[src/rtl/clk_ratio_meter.sv]
// clk_ratio_meter
// Measures a divided clock (sig_in) in cycles of the reference clock (clk_in).
// Reports the rising-to-rising period, the high time, an update strobe, a lock
// flag and a timeout flag.
//
// Optional feature macro: CLK_METER_DUTY_EN
//   defined   -> the high-time counter is built and high_time is reported.
//   undefined -> no high-time counter; high_time is tied to zero.
//
// Handshake / strobe semantics: upd is a one-cycle pulse, and it is the only
// qualifier for period/high_time changing. valid is a level that says the held
// period/high_time came from a measurement taken since the last enable or timeout.
// Nothing back-pressures the meter: there is no ready.
//
// Debug: dbg_state exposes the FSM state (0 IDLE, 1 WAIT_EDGE, 2 MEASURE).
module clk_ratio_meter #(
  parameter int WIDTH      = 16,
  parameter int LOCK_COUNT = 2
) (
  input  logic             clk_in,
  input  logic             rst,
  input  logic             en,
  input  logic             sig_in,
  output logic [WIDTH-1:0] period,
  output logic [WIDTH-1:0] high_time,
  output logic             upd,
  output logic             valid,
  output logic             locked,
  output logic             timeout,
  output logic [1:0]       dbg_state
);

  typedef enum logic [1:0] {
    ST_IDLE      = 2'd0,
    ST_WAIT_EDGE = 2'd1,
    ST_MEASURE   = 2'd2
  } state_t;

  localparam logic [WIDTH-1:0] CNT_MAX  = '1;
  localparam logic [WIDTH-1:0] CNT_ONE  = WIDTH'(1);
  localparam logic [3:0]       LOCK_TOP = 4'(LOCK_COUNT - 1);

  // Synchronizer and edge-detect flops.
  logic r_s1;
  logic r_s2;
  logic r_s3;

  // FSM and measurement state.
  state_t           r_state;
  logic             r_armed;
  logic [WIDTH-1:0] r_cnt;
  logic [WIDTH-1:0] r_period;
  logic [3:0]       r_lock_cnt;
  logic             r_upd;
  logic             r_valid;
  logic             r_locked;
  logic             r_timeout;

  // Decoded events.
  logic       w_rise;
  logic       w_in_wait;
  logic       w_in_meas;
  logic       w_start;
  logic       w_meas_rise;
  logic       w_meas_tick;
  logic       w_tmo;
  logic       w_cnt_max;
  logic       w_same;
  logic [3:0] w_lock_next;

  // Two-flop synchronizer plus delay flop; free-running so the edge detector
  // never sees a stale level when the meter is re-enabled.
  always_ff @(posedge clk_in or posedge rst) begin
    if (rst) begin
      r_s1 <= 1'b0;
      r_s2 <= 1'b0;
      r_s3 <= 1'b0;
    end else begin
      r_s1 <= sig_in;
      r_s2 <= r_s1;
      r_s3 <= r_s2;
    end
  end

  assign w_rise    = r_s2 & ~r_s3;
  assign w_in_wait = (r_state == ST_WAIT_EDGE);
  assign w_in_meas = (r_state == ST_MEASURE);
  assign w_cnt_max = (r_cnt == CNT_MAX);

  // WAIT_EDGE throws away the partial period in progress at enable and the
  // first full period after it; the second observed rise opens the first
  // period that is actually reported.
  assign w_start     = en & w_in_wait & r_armed & w_rise;
  assign w_meas_rise = en & w_in_meas & w_rise;
  assign w_meas_tick = en & w_in_meas & ~w_rise & ~w_cnt_max;
  assign w_tmo       = en & w_in_meas & ~w_rise & w_cnt_max;

  // The previous period only counts for locking when it was a real measurement.
  assign w_same      = r_valid & (r_cnt == r_period);
  assign w_lock_next = w_same ? ((r_lock_cnt == LOCK_TOP) ? r_lock_cnt : r_lock_cnt + 4'd1)
                              : 4'd0;

  // Main FSM: period counter, lock tracking and all registered status outputs.
  always_ff @(posedge clk_in or posedge rst) begin
    if (rst) begin
      r_state    <= ST_IDLE;
      r_armed    <= 1'b0;
      r_cnt      <= '0;
      r_period   <= '0;
      r_lock_cnt <= 4'd0;
      r_upd      <= 1'b0;
      r_valid    <= 1'b0;
      r_locked   <= 1'b0;
      r_timeout  <= 1'b0;
    end else begin
      r_upd <= 1'b0;
      if (!en) begin
        // Disable wins in every state; period and timeout keep their values.
        r_state    <= ST_IDLE;
        r_armed    <= 1'b0;
        r_cnt      <= '0;
        r_lock_cnt <= 4'd0;
        r_valid    <= 1'b0;
        r_locked   <= 1'b0;
      end else begin
        case (r_state)
          ST_IDLE: begin
            r_state <= ST_WAIT_EDGE;
            r_armed <= 1'b0;
          end
          ST_WAIT_EDGE: begin
            if (w_rise) begin
              if (r_armed) begin
                r_state <= ST_MEASURE;
                r_armed <= 1'b0;
                r_cnt   <= CNT_ONE;
              end else begin
                r_armed <= 1'b1;
              end
            end
          end
          ST_MEASURE: begin
            if (w_rise) begin
              // A rise on the all-ones count is still a measurement.
              r_period   <= r_cnt;
              r_cnt      <= CNT_ONE;
              r_upd      <= 1'b1;
              r_valid    <= 1'b1;
              r_timeout  <= 1'b0;
              r_lock_cnt <= w_lock_next;
              r_locked   <= w_same & (w_lock_next == LOCK_TOP);
            end else if (w_cnt_max) begin
              // No edge for a full counter range: give up and re-acquire.
              r_state    <= ST_WAIT_EDGE;
              r_armed    <= 1'b0;
              r_cnt      <= '0;
              r_lock_cnt <= 4'd0;
              r_valid    <= 1'b0;
              r_locked   <= 1'b0;
              r_timeout  <= 1'b1;
            end else begin
              r_cnt <= r_cnt + CNT_ONE;
            end
          end
          default: begin
            r_state <= ST_IDLE;
            r_armed <= 1'b0;
          end
        endcase
      end
    end
  end

`ifdef CLK_METER_DUTY_EN
  logic [WIDTH-1:0] r_hcnt;
  logic [WIDTH-1:0] r_high_time;

  // High-time counter: counts synchronized-high cycles, tracking r_cnt's
  // load/clear points so it can never exceed the period count.
  always_ff @(posedge clk_in or posedge rst) begin
    if (rst) begin
      r_hcnt      <= '0;
      r_high_time <= '0;
    end else begin
      if (!en) begin
        r_hcnt <= '0;
      end else if (w_start) begin
        r_hcnt <= CNT_ONE;
      end else if (w_meas_rise) begin
        r_high_time <= r_hcnt;
        r_hcnt      <= CNT_ONE;
      end else if (w_meas_tick) begin
        r_hcnt <= r_hcnt + {{(WIDTH-1){1'b0}}, r_s2};
      end else if (w_tmo) begin
        r_hcnt <= '0;
      end
    end
  end

  assign high_time = r_high_time;
`else
  assign high_time = '0;
`endif

  assign period    = r_period;
  assign upd       = r_upd;
  assign valid     = r_valid;
  assign locked    = r_locked;
  assign timeout   = r_timeout;
  assign dbg_state = r_state;

endmodule

[config.mk]
export PLATFORM = sky130hd
export DESIGN_NAME = clk_ratio_meter
export DESIGN_NICKNAME = d
export VERILOG_FILES = /design/src/rtl/clk_ratio_meter.sv
export SDC_FILE = /design/constraint.sdc
export NUM_CORES = 1
export LEC_CHECK = 0
export CORE_UTILIZATION = 25
export DETAILED_ROUTE_END_ITERATION = 8
export GPL_TIMING_DRIVEN = 0
export PLACE_DENSITY = 0.43
export SLEW_MARGIN = 25
export SYNTH_ARGS = -nofsm -noshare
export SYNTH_HDL_FRONTEND = slang
export SYNTH_SLANG_ARGS = --single-unit
[constraint.sdc]
create_clock -name clk_in -period 5.45 [get_ports clk_in]
set_clock_uncertainty 0.15 [all_clocks]
set_input_delay 0.8175 -clock clk_in [delete_from_list [all_inputs] [get_ports clk_in]]
set_output_delay 0.8175 -clock clk_in [all_outputs]
set_load 0.01 [all_outputs]
# Word level (Yosys, flattened, before mapping)
# Index checks and enable logic that the tools add are counted.
# totals
reg_bits,46
inputBits,4
out_inout_bits,38
# op_classes
addsub,2
eq_ne,13
muxes,35
n_bitwise,4
reduce_logical,8
# ops
cell,n
16-bit 2-to-1 mux,5
16-bit one-hot mux with 2 select lines,1
4-bit 2-to-1 mux,6
16-bit by 1-bit adder with 16-bit output (second input constant),1
16-bit equality test,1
16-bit equality test (second input constant),1
1-bit 2-to-1 mux,16
3-bit AND reduction,4
2-bit 2-to-1 mux,5
3-bit inequality test (second input constant),3
4-bit by 1-bit equality test with 1-bit output (second input constant),2
3-bit by 1-bit inequality test with 1-bit output (second input constant),2
2-bit one-hot mux with 3 select lines,1
4-bit by 1-bit adder with 4-bit output (second input constant),1
4-bit AND reduction,1
1-bit AND,3
3-bit by 2-bit inequality test with 1-bit output (second input constant),1
2-bit by 1-bit equality test with 1-bit output (second input constant),1
2-bit equality test (second input constant),1
2-bit zero test,1
2-bit by 1-bit inequality test with 1-bit output (second input constant),1
1-bit one-hot mux with 2 select lines,1
2-bit AND reduction,1
2-bit nonzero test,1
1-bit NOT,1

# Logic depth before layout (Yosys ltp)
# Gate-level depths: netlist (run 1).
# depth
ltp_word,8
ltp_mapped,7
mapped_depth_nobuf,7

# Worst setup path after synthesis (run 1)
# Ideal clock, no wire load.
# synth_timing
kind,input -> register
from,in en
to,reg r_period[0] (netlist: period[0])
setup_time_ns,0.125
arrival_ns,2.050
t_required_ns,5.175
setup_slack_ns,3.125
cell_stages,6
n_path_buf,3
cell_sequence,buf_2 and3b_1 and2_1 buf_2 buf_2 mux2_2
# synth_via
elab_chain_cells,1
# synth_lines
element,line_no,source
from (decl),22,"input logic en,"
3-bit AND reduction (no source line),n/a,
to (signal assigned),145,r_period <= r_cnt;
to (decl),52,logic [WIDTH-1:0] r_period;
# Every way passes these cells.
# A chain may end at the register's enable or synchronous reset.

# Final worst setup path (run 1)
# Ends and elaborated chain as after synthesis.

==> reports/qor.yml, run 1 <==
ir_worst_vdd_mv: 0.1045
num_vias: 1728
worst_setup_path_start_kind: "primary input"
antenna_cell_count: 0
design.die.area_mm2: 0.01040
worstPathRequired_ps: 5490
area_delta_synth_final_pct: 21.92
global_route_layer_with_the_greatest_usage: "met2"
core_area_mm2: 0.009729
total_leakage_power_nw: 1.367
whs_path_depth: 0
global_route.usage.met2: 0.1657
grt_start_max_net_pins: 47
floorplan.initialDensity: 0.2569
regToRegStartpoint: "r_s2"
maxSlewViolCount: 0
global_route_usage_sum: 0.1101
cp_max_fo: 10
ctsHoldBuffers: 0
detail-route-antenna-nets: 0
yosysWarningCount: 0
drive_above_1_share: 0.1916
worst_setup_path_end_kind: "flip-flop"
io_pins: 42
postCtsSetupRepairBufs: 0
share_of_the_yosys_chip_area_belonging_to_registers: 0.4605
regToRegEndpoint: "period[0]"
grt_pass1_vias: 1599
htreeDepth: 2
timing.critical_path.arrival_ps: 2420
avgViaCountPerCell: 4.114
initialDrtViolationCount: 60
num_rows: 36
tns_setup_ps: 0
tightest_slew_ps: 677.0
grt_util_met3: 0.02668
rsz0062_at_grt: "false"
synth-edff-count: 0
avgSynthCellArea_um2: 10.33
layout_commonest_cell: "dfrtp_1"
most_used_flip_flop_cell_after_synthesis: "dfrtp_1"
clock_latency_reported_for_the_late_side_of_the_worst_skew_pair_ps: 290
postRouteWirelength_um: 5060
fin_crit_ps: 2388
synth_area_mm2: 0.002500
setup.worst_path.class: "in -> reg"
fp.dieW_um: 102.0
timing.reg2reg.setup_slack_ps: 3210
portBuffers: 24
outcome: "completed"
dr.pass1.iters: 4
clockBufferDepth: 2
synth.distinct_cells: 45
grt.met1_usage: 0.1533
grt_antenna_before_repair: 0
maxSlewHeadroom: 0.5467
finalHoldWorstSlack_ps: 205.5
clk_root_buf: "clkbuf_8"
drc: 0
whs_endpoint: "r_s2"
cts.reportedPaths.clkPinSlew_ps: 80
mostFrequentLayoutCells: "dfrtp_1 (46), nor2_1 (25), xnor2_1 (25)"
num-nets-final: 295
routabilityCongestion: 0.7690
cts_tree: "yes"
tritoncts.num_buffers: 5
worstHoldStart: "r_s1"
fin_crit_sh: 0.4381
globalRoute.totalOverflow: 0
hold_path_class: "reg -> reg"
setup-violations-final: 0
die_y_um: 102.0
power_density_mw_per_mm2: 197.7
clkSinkCount: 46
yosys_register_bits: 46
max_cap_violation_count: 0
fin_total_pwr_mw: 0.6027
r2r_cells: 5
synthesis.instances: 242
fmax_ghz: 0.4188
postSynth.asyncResetShare: 1.000
post_dr_wirelength_cell_um: 12.05
grt_pass1_wl_um: 8562
hpwlAfterDp_um: 3665
cts_resized: 0
finalHoldViolations: 0
kinds of logic (layout without fill, tap and decap cells):
logic type / count (synthesis) / count (layout) / share of synthesized area
and+or+nand+nor: 91 / 91 / 0.2007
xor gates and xnor gates: 32 / 32 / 0.1121
muxes: 17 / 17 / 0.07608
DFF: 46 / 46 / 0.4605
buffers and inverters: 30 / 60 / 0.07558
adders and majority gates: 3 / 3 / 0.01502
AOI/OAI and AO/OA: 22 / 22 / 0.05856
other: 1 / 16 / 0.001500
worst max-delay path, stage by stage:
cell and delay [ps]:
buf_2 170, and3b_1 230, and2_1 190, buf_2 310
buf_2 330, mux2_2 370
per-stage QoR:
step	std cells	setup WS (ps)	instance area (um2)	utilization
floorplan	257	3125	2556	-
global placement	414	2312	2963	0.3045
detailed placement	414	2724	2965	0.3048
CTS	420	3037	3048	0.3133
global route	420	2934	3048	0.3133
finish	420	3062	3048	0.3133
synth_stat cells (all sizes together) (3+ instances only):
library cell / number / area share
o21ai: 4 / 0.0080
buf: 24 / 0.067
nand2b: 4 / 0.010
a21oi: 7 / 0.016
nor2: 25 / 0.038
inv: 4 / 0.0060
nor4: 4 / 0.016
xor2: 7 / 0.025
dfrtp: 46 / 0.46
ha: 3 / 0.015
nor3: 4 / 0.010
nor2b: 4 / 0.010
nand4: 9 / 0.025
mux2: 16 / 0.072
nand2: 22 / 0.033
xnor2: 25 / 0.088
nand3: 7 / 0.016
o211ai: 4 / 0.012
final cells by class:
cell class,count,area [um2]
Clock buffer,6,82.58
Buffer,26,173.9
Tap cell,133,166.4
Sequential cell,46,1151
Inverter,4,17.52
Fill cell,1064,6681
Multi-Input combinational cell,181,1216
Timing Repair Buffer,24,240.2
sequential cells by signal (all words and copies together), names as in the netlist:
| name | count |
|---|---|
| r_armed | 1 |
| locked | 1 |
| r_s1 | 1 |
| r_s3 | 1 |
| r_cnt | 16 |
| r_lock_cnt | 4 |
| valid | 1 |
| period | 16 |
| upd | 1 |
| r_s2 | 1 |
| timeout | 1 |
| dbg_state | 2 |
layer usage:
| layer | vias up | wire length, um |
|---|---|---|
| met5 | - | 0 |
| met3 | 6 | 198 |
| li1 | 888 | - |
| met4 | 0 | 79 |
| met1 | 800 | 2549 |
| met2 | 34 | 2233 |
how the worst max path moves through the flow:
stage,cells after the start,to,slack [ps],start
after floorplan,6,period[0],3130,en
after global placement,2,r_armed,2310,rst
after detailed placement,6,period[0],2720,en
after CTS,6,period[0],3040,en
after global routing,6,period[5],2930,en
final,6,period[0],3060,en
report_power, final:
part,internal [mW],switching (mW)
combinational,0.0179,0.0276
clock,0.0980,0.110
sequential,0.344,0.00431
Note: power is estimated with default switching activity, not from simulation.
==> run 2: changes to the inputs <==
- clock period: 5.45 -> 2.4 ns (I/O delays scaled with it)
==> reports/qor.yml, run 2 (same netlist as run 1, synthesis figures left out) <==
outcome: "completed"  # unchanged
crit_path_cell_trace: "and3b_1 -> and2_1 -> buf_2 -> buf_2 -> mux2_2"  # was buf_2 -> and3b_1 -> and2_1 -> buf_2 -> buf_2 -> mux2_2
timing.critical_path.slowest_cell_delay_ps: 430  # was 370 ps
worst_setup_path_start_kind: "flip-flop"  # was primary input
cts.reportedPaths.clkPinSlew_ps: 80  # about the same
cts_tree: "yes"  # unchanged
cp_max_fo: 10  # unchanged
drive_above_1_share: 0.1951  # was 0.1916
grt_antenna_before_repair: 0  # unchanged
rsz0062_at_grt: "false"  # unchanged
tns_setup_ps: 0  # unchanged
postCtsSetupRepairBufs: 0  # unchanged
floorplan.initialDensity: 0.2569  # unchanged
maxSlewHeadroom: 0.5467  # unchanged
cpMostUsedCell: "buf_2"  # unchanged
ir_worst_vdd_mv: 0.2373  # was 0.1045 mV
worstPathRequired_ps: 2440  # was 5490 ps
finalHoldViolations: 0  # unchanged
total_leakage_power_nw: 1.368  # was 1.367 nW
tightest_slew_ps: 677.0  # about the same
fin_crit_ps: 2174
final_cell_count_no_fill: 420  # unchanged
antenna_cell_count: 0  # unchanged
clock_latency_reported_for_the_late_side_of_the_worst_skew_pair_ps: 290  # about the same
timing.critical_path.arrival_ps: 2210  # was 2420 ps
globalRoute.totalOverflow: 0  # unchanged
clockBufferDepth: 2  # unchanged
worst_setup_path_end_kind: "flip-flop"  # unchanged
post_dr_wirelength_cell_um: 12.04  # was 12.05 um
hold_path_class: "reg -> reg"  # unchanged
core_area_mm2: 0.009729  # unchanged
post-place-cells: 414  # unchanged
initialDrtViolationCount: 58  # was 60
maxSlewViolCount: 0  # unchanged
timing.reg2reg.setup_slack_ps: 230  # was 3210 ps
layout_commonest_cell: "dfrtp_1"  # unchanged
clkSinkCount: 46  # unchanged
buffers_plus_inverters_on_the_worst_setup_path: 2  # was 3
mostFrequentLayoutCells: "dfrtp_1 (46), nor2_1 (25), xnor2_1 (25)"  # unchanged
tritoncts.num_buffers: 5  # unchanged
hpwlAfterDp_um: 3665  # unchanged
setup-violations-final: 0  # unchanged
grt_pass1_wl_um: 8562  # unchanged
fin_total_pwr_mw: 1.369  # was 0.6027 mW
max_cap_violation_count: 0  # unchanged
postRouteWirelength_um: 5057  # was 5060 um
num-nets-final: 295  # unchanged
setup.worst_path.class: "reg -> reg"  # was in -> reg
fp.dieW_um: 102.0  # unchanged
fmax_ghz: 0.4599
place_area_mm2: 0.002965  # unchanged
path_delay_family: "buffers and inverters"  # unchanged
design.die.area_mm2: 0.01040  # unchanged
grt_start_max_net_pins: 47  # unchanged
finalHoldWorstSlack_ps: 205.5  # about the same
ctsHoldBuffers: 0  # unchanged
num_vias: 1729  # was 1728
routabilityCongestion: 0.7690  # unchanged
cts_resized: 0  # unchanged
dr.pass1.iters: 4  # unchanged
crit_slowest_cell: "dfrtp_1"  # was mux2_2
area_delta_synth_final_pct: 22.02  # was 21.92%
post-route-cell-area_mm2: 0.003050  # was 0.003048 mm2
htreeDepth: 2  # unchanged
fin_crit_sh: 0.9059
io_pins: 42  # unchanged
die_y_um: 102.0  # unchanged
detail-route-antenna-nets: 0  # unchanged
grt_pass1_vias: 1599  # unchanged
clk_root_buf: "clkbuf_8"  # unchanged
drc: 0  # unchanged
global_route_usage_sum: 0.1101  # unchanged
avgViaCountPerCell: 4.117  # was 4.114
power_density_mw_per_mm2: 448.8  # was 197.7 mW/mm2
portBuffers: 24  # unchanged
num_rows: 36  # unchanged
[run 2: where the power goes]
| part | leakage, nW | internal [mW] | total, mW | switching (mW) |
|---|---|---|---|---|
| combinational | 0.694 | 0.0409 | 0.104 | 0.0627 |
| clock | 0.0431 | 0.223 | 0.473 | 0.251 |
| sequential | 0.631 | 0.782 | 0.792 | 0.00991 |
| total | 1.37 | 1.05 | 1.37 | 0.323 |
[run 2: cell type report]
class	instances	area, um2
flip-flops and latches	46	1151
repair buffers	24	240.2
multi-input cells	181	1219
well taps	133	166.4
inverters	4	17.52
fillers	1063	6679
clock buffers	6	82.58
plain buffers	26	173.9
[run 2: worst register-to-register path, stage by stage (launching register included)]
cell and delay [ps]:
dfrtp_1 430, and3b_1 290, and2_1 190, buf_2 310, buf_2 330, mux2_2 370
[run 2: routing by layer]
| metal | track usage | routed length, um |
|---|---|---|
| met1 | 0.1533 | 2542 |
| met2 | 0.1657 | 2236 |
| met3 | 0.02668 | 198 |
| met4 | 0.03956 | 79 |
| met5 | 0 | 0 |
[run 2: metrics by stage]
stage	utilization	setup slack (ps)
after CTS	0.3133	120.9
after detailed placement	0.3048	131.3
after floorplan	-	532.6
after global placement	0.3045	-280.6
final	0.3135	225.8
after global routing	0.3135	9.521
[run 2: worst paths after layout]
path	depth (start not counted)	to	startpoint
max	5	period[0]	dbg_state[0]
min	0	r_s2	r_s1
max reg2reg	5	period[0]	dbg_state[0]
min reg2reg	0	r_s2	r_s1
max in group asynchronous	2	r_cnt[8]	rst
min in group asynchronous	2	upd	rst
==> run 3: changes to the inputs <==
- ABC_AREA: unset -> 1
- PLACE_DENSITY: 0.43 -> 0.42
- clock period: 2.4 -> 2.8 ns (I/O delays scaled with it)
==> reports/qor.yml, run 3 <==
htreeDepth: 2  # unchanged
most_used_flip_flop_cell_after_synthesis: "dfrtp_1"  # unchanged
total_leakage_power_nw: 1.497  # was 1.368 nW
avgSynthCellArea_um2: 7.453  # was 10.33 um2
initialDrtViolationCount: 132  # was 58
synth_area_mm2: 0.002586  # was 0.002500 mm2
num_vias: 2227  # was 1729
detail-route-antenna-nets: 0  # unchanged
maxSlewHeadroom: 0.5784  # was 0.5467
clock_latency_reported_for_the_late_side_of_the_worst_skew_pair_ps: 300  # was 290 ps
crit_slowest_cell: "clkdlybuf4s50_1"  # was dfrtp_1
timing.critical_path.arrival_ps: 2260  # was 2210 ps
synth_top_cells_by_count: "nand2_1 (102), inv_1 (47), dfrtp_1 (46)"  # was dfrtp_1 (46), nor2_1 (25), xnor2_1 (25)
finalHoldViolations: 0  # unchanged
worst_setup_path_start_kind: "primary input"  # was flip-flop
global_route_usage_sum: 0.1275  # was 0.1101
yosys-top-cells-area: "dfrtp_1 (45%), nand2_1 (15%), inv_1 (6.8%)"  # was dfrtp_1 (46%), xnor2_1 (8.8%), mux2_2 (7.2%)
clockBufferDepth: 2  # unchanged
core_area_mm2: 0.009910  # was 0.009729 mm2
timing.critical_path.slowest_cell_delay_ps: 600  # was 430 ps
multi_input_area_mm2: 0.001160  # was 0.001219 mm2
ctsHoldBuffers: 0  # unchanged
drc: 0  # unchanged
rsz0062_at_grt: "false"  # unchanged
register_area_mm2: 0.001151  # unchanged
pre_cts_ws_ps: 226.5  # was 131.3 ps
grt_pass1_vias: 2133  # was 1599
fp.dieW_um: 103.7  # was 102.0 um
layout_setup_ws_ps: 539.7  # was 225.8 ps
grt_pass1_wl_um: 10810  # was 8562 um
area_delta_synth_final_pct: 21.34  # was 22.02%
fin_crit_ps: 2260
power_density_mw_per_mm2: 698.8  # was 448.8 mW/mm2
tns_setup_ps: 0  # unchanged
synth_top_area_share: 0.4451  # was 0.4605
num_rows: 36  # unchanged
cts_tree: "yes"  # unchanged
floorplan.initialDensity: 0.2610  # was 0.2569
num-nets-final: 401  # was 295
drive_above_1_share: 0.1041  # was 0.1951
hpwlAfterDp_um: 4816  # was 3665 um
layout_commonest_cell: "nand2_1"  # was dfrtp_1
synthesis.instances: 347  # was 242
netlist.top_cell.by_area: "dfrtp_1"  # unchanged
maxSlewViolCount: 0  # unchanged
avgViaCountPerCell: 4.226  # was 4.117
io_pins: 42  # unchanged
postRouteWirelength_um: 6644  # was 5057 um
cts_resized: 0  # unchanged
globalRoute.totalOverflow: 0  # unchanged
routabilityCongestion: 0.7939  # was 0.7690
fin_crit_sh: 0.8072
ir_worst_vdd_mv: 0.2695  # was 0.2373 mV
clk_root_buf: "clkbuf_8"  # unchanged
post_dr_wirelength_cell_um: 12.61  # was 12.04 um
synth-edff-count: 0  # unchanged
antenna_cell_count: 0  # unchanged
yosysWarningCount: 0  # unchanged
grt_antenna_before_repair: 0  # unchanged
cp_max_fo: 10  # unchanged
setup.worst_path.class: "in -> reg"  # was reg -> reg
die_y_um: 103.7  # was 102.0 um
worstPathRequired_ps: 2800  # was 2440 ps
synth.distinct_cells: 31  # was 45
postCtsSetupRepairBufs: 0  # unchanged
path_delay_family: "buffers and inverters"  # unchanged
portBuffers: 25  # was 24
hold_path_class: "reg -> reg"  # unchanged
buffers_plus_inverters_on_the_worst_setup_path: 2  # unchanged
fmax_ghz: 0.4424
share_of_the_yosys_chip_area_belonging_to_registers: 0.4451  # was 0.4605
max_cap_violation_count: 0  # unchanged
tritoncts.num_buffers: 5  # unchanged
yosys_register_bits: 46  # unchanged
crit_path_cell_trace: "clkdlybuf4s50_1 -> nand3_1 -> nor2_2 -> clkbuf_1 -> o21ai_0"  # was and3b_1 -> and2_1 -> buf_2 -> buf_2 -> mux2_2
mostFrequentLayoutCells: "nand2_1 (102), inv_1 (46), dfrtp_1 (46)"  # was dfrtp_1 (46), nor2_1 (25), xnor2_1 (25)
post-synth-top-count-cell: "nand2_1"  # was dfrtp_1
dr.pass1.iters: 4  # unchanged
clkSinkCount: 46  # unchanged
grt_start_max_net_pins: 47  # unchanged
postSynth.asyncResetShare: 1.000  # unchanged
fill_cells: 1098  # was 1063
cts.reportedPaths.clkPinSlew_ps: 90  # was 80 ps
utilization: 0.3167  # was 0.3135
design.die.area_mm2: 0.01076  # was 0.01040 mm2
tightest_slew_ps: 632.4  # was 677.0 ps
worst_setup_path_end_kind: "flip-flop"  # unchanged
outcome: "completed"  # unchanged
setup-violations-final: 0  # unchanged
-- run 3: cell types whose count changed after synthesis, sizes merged, moves of 3 or more --
cell	previous run	this run
inv	4	49
nand2	22	106
o211ai	4	0
o21ai	4	29
mux2	16	0
nor2b	4	0
buf	24	17
nor2	25	44
nand3	7	21
nor4	4	1
xnor2	25	1
nand2b	4	0
-- run 3: worst reg2reg max path, delay by kind of cell (launching register included) --
kind,cells,cell delay (ps)
buf+inv,2,650
simple gates,2,470
flops,1,400
compound gates,1,180
-- run 3: cells by family after synthesis --
kind of cell | count (synthesis) | share of synthesized area
compound gates | 40 | 0.08224
buf+inv | 70 | 0.1282
simple gates | 181 | 0.3082
xor+xnor | 6 | 0.02032
fa+ha+maj | 3 | 0.01452
other cells | 1 | 0.001450
flops | 46 | 0.4451
-- run 3: final timing paths --
path / cells past startpoint / start / slack [ps] / end
worst max-delay path: 5 / en / 540 / period[7]
worst max register to register: 5 / dbg_state[0] / 800 / period[7]
worst min-delay path: 0 / r_s1 / 210 / r_s2
min in group asynchronous: 2 / rst / 390 / r_s1
worst min register to register: 0 / r_s1 / 210 / r_s2
max in group asynchronous: 2 / rst / 1690 / r_cnt[11]
-- run 3: layout make-up --
type / instances / share of cell area
well taps: 133 / 0.05303
repair buffers: 25 / 0.07974
multi-input cells: 246 / 0.3696
plain buffers: 20 / 0.04545
flip-flops and latches: 46 / 0.3668
inverters: 50 / 0.06100
clock buffers: 7 / 0.02432
-- run 3: power by group --
group          switching (mW)  leakage, nW  total (mW)  internal [mW]
clock                   0.233       0.0383       0.406          0.173
combinational           0.442        0.865       0.840          0.399
sequential              0.131        0.594       0.947          0.815
-- run 3: layer usage --
layer | vias up | wire (um) | track usage
li1 | 1148 | - | -
met4 | 0 | 70 | 0.03776
met5 | - | 0 | 0
met2 | 54 | 3048 | 0.2042
met1 | 1017 | 3254 | 0.1750
met3 | 8 | 271 | 0.02266
-- run 3: stage by stage --
stage,cell area (um2),instances,total power [mW],hold WS (ps)
2_1_floorplan,2643,362,1.394,181.2
3_3_place_gp,3059,520,1.804,192.2
3_5_place_dp,3062,520,1.802,193.5
4_1_cts,3138,527,2.224,215.2
5_1_grt,3138,527,2.342,234.2
6_report,3138,527,2.193,209.3
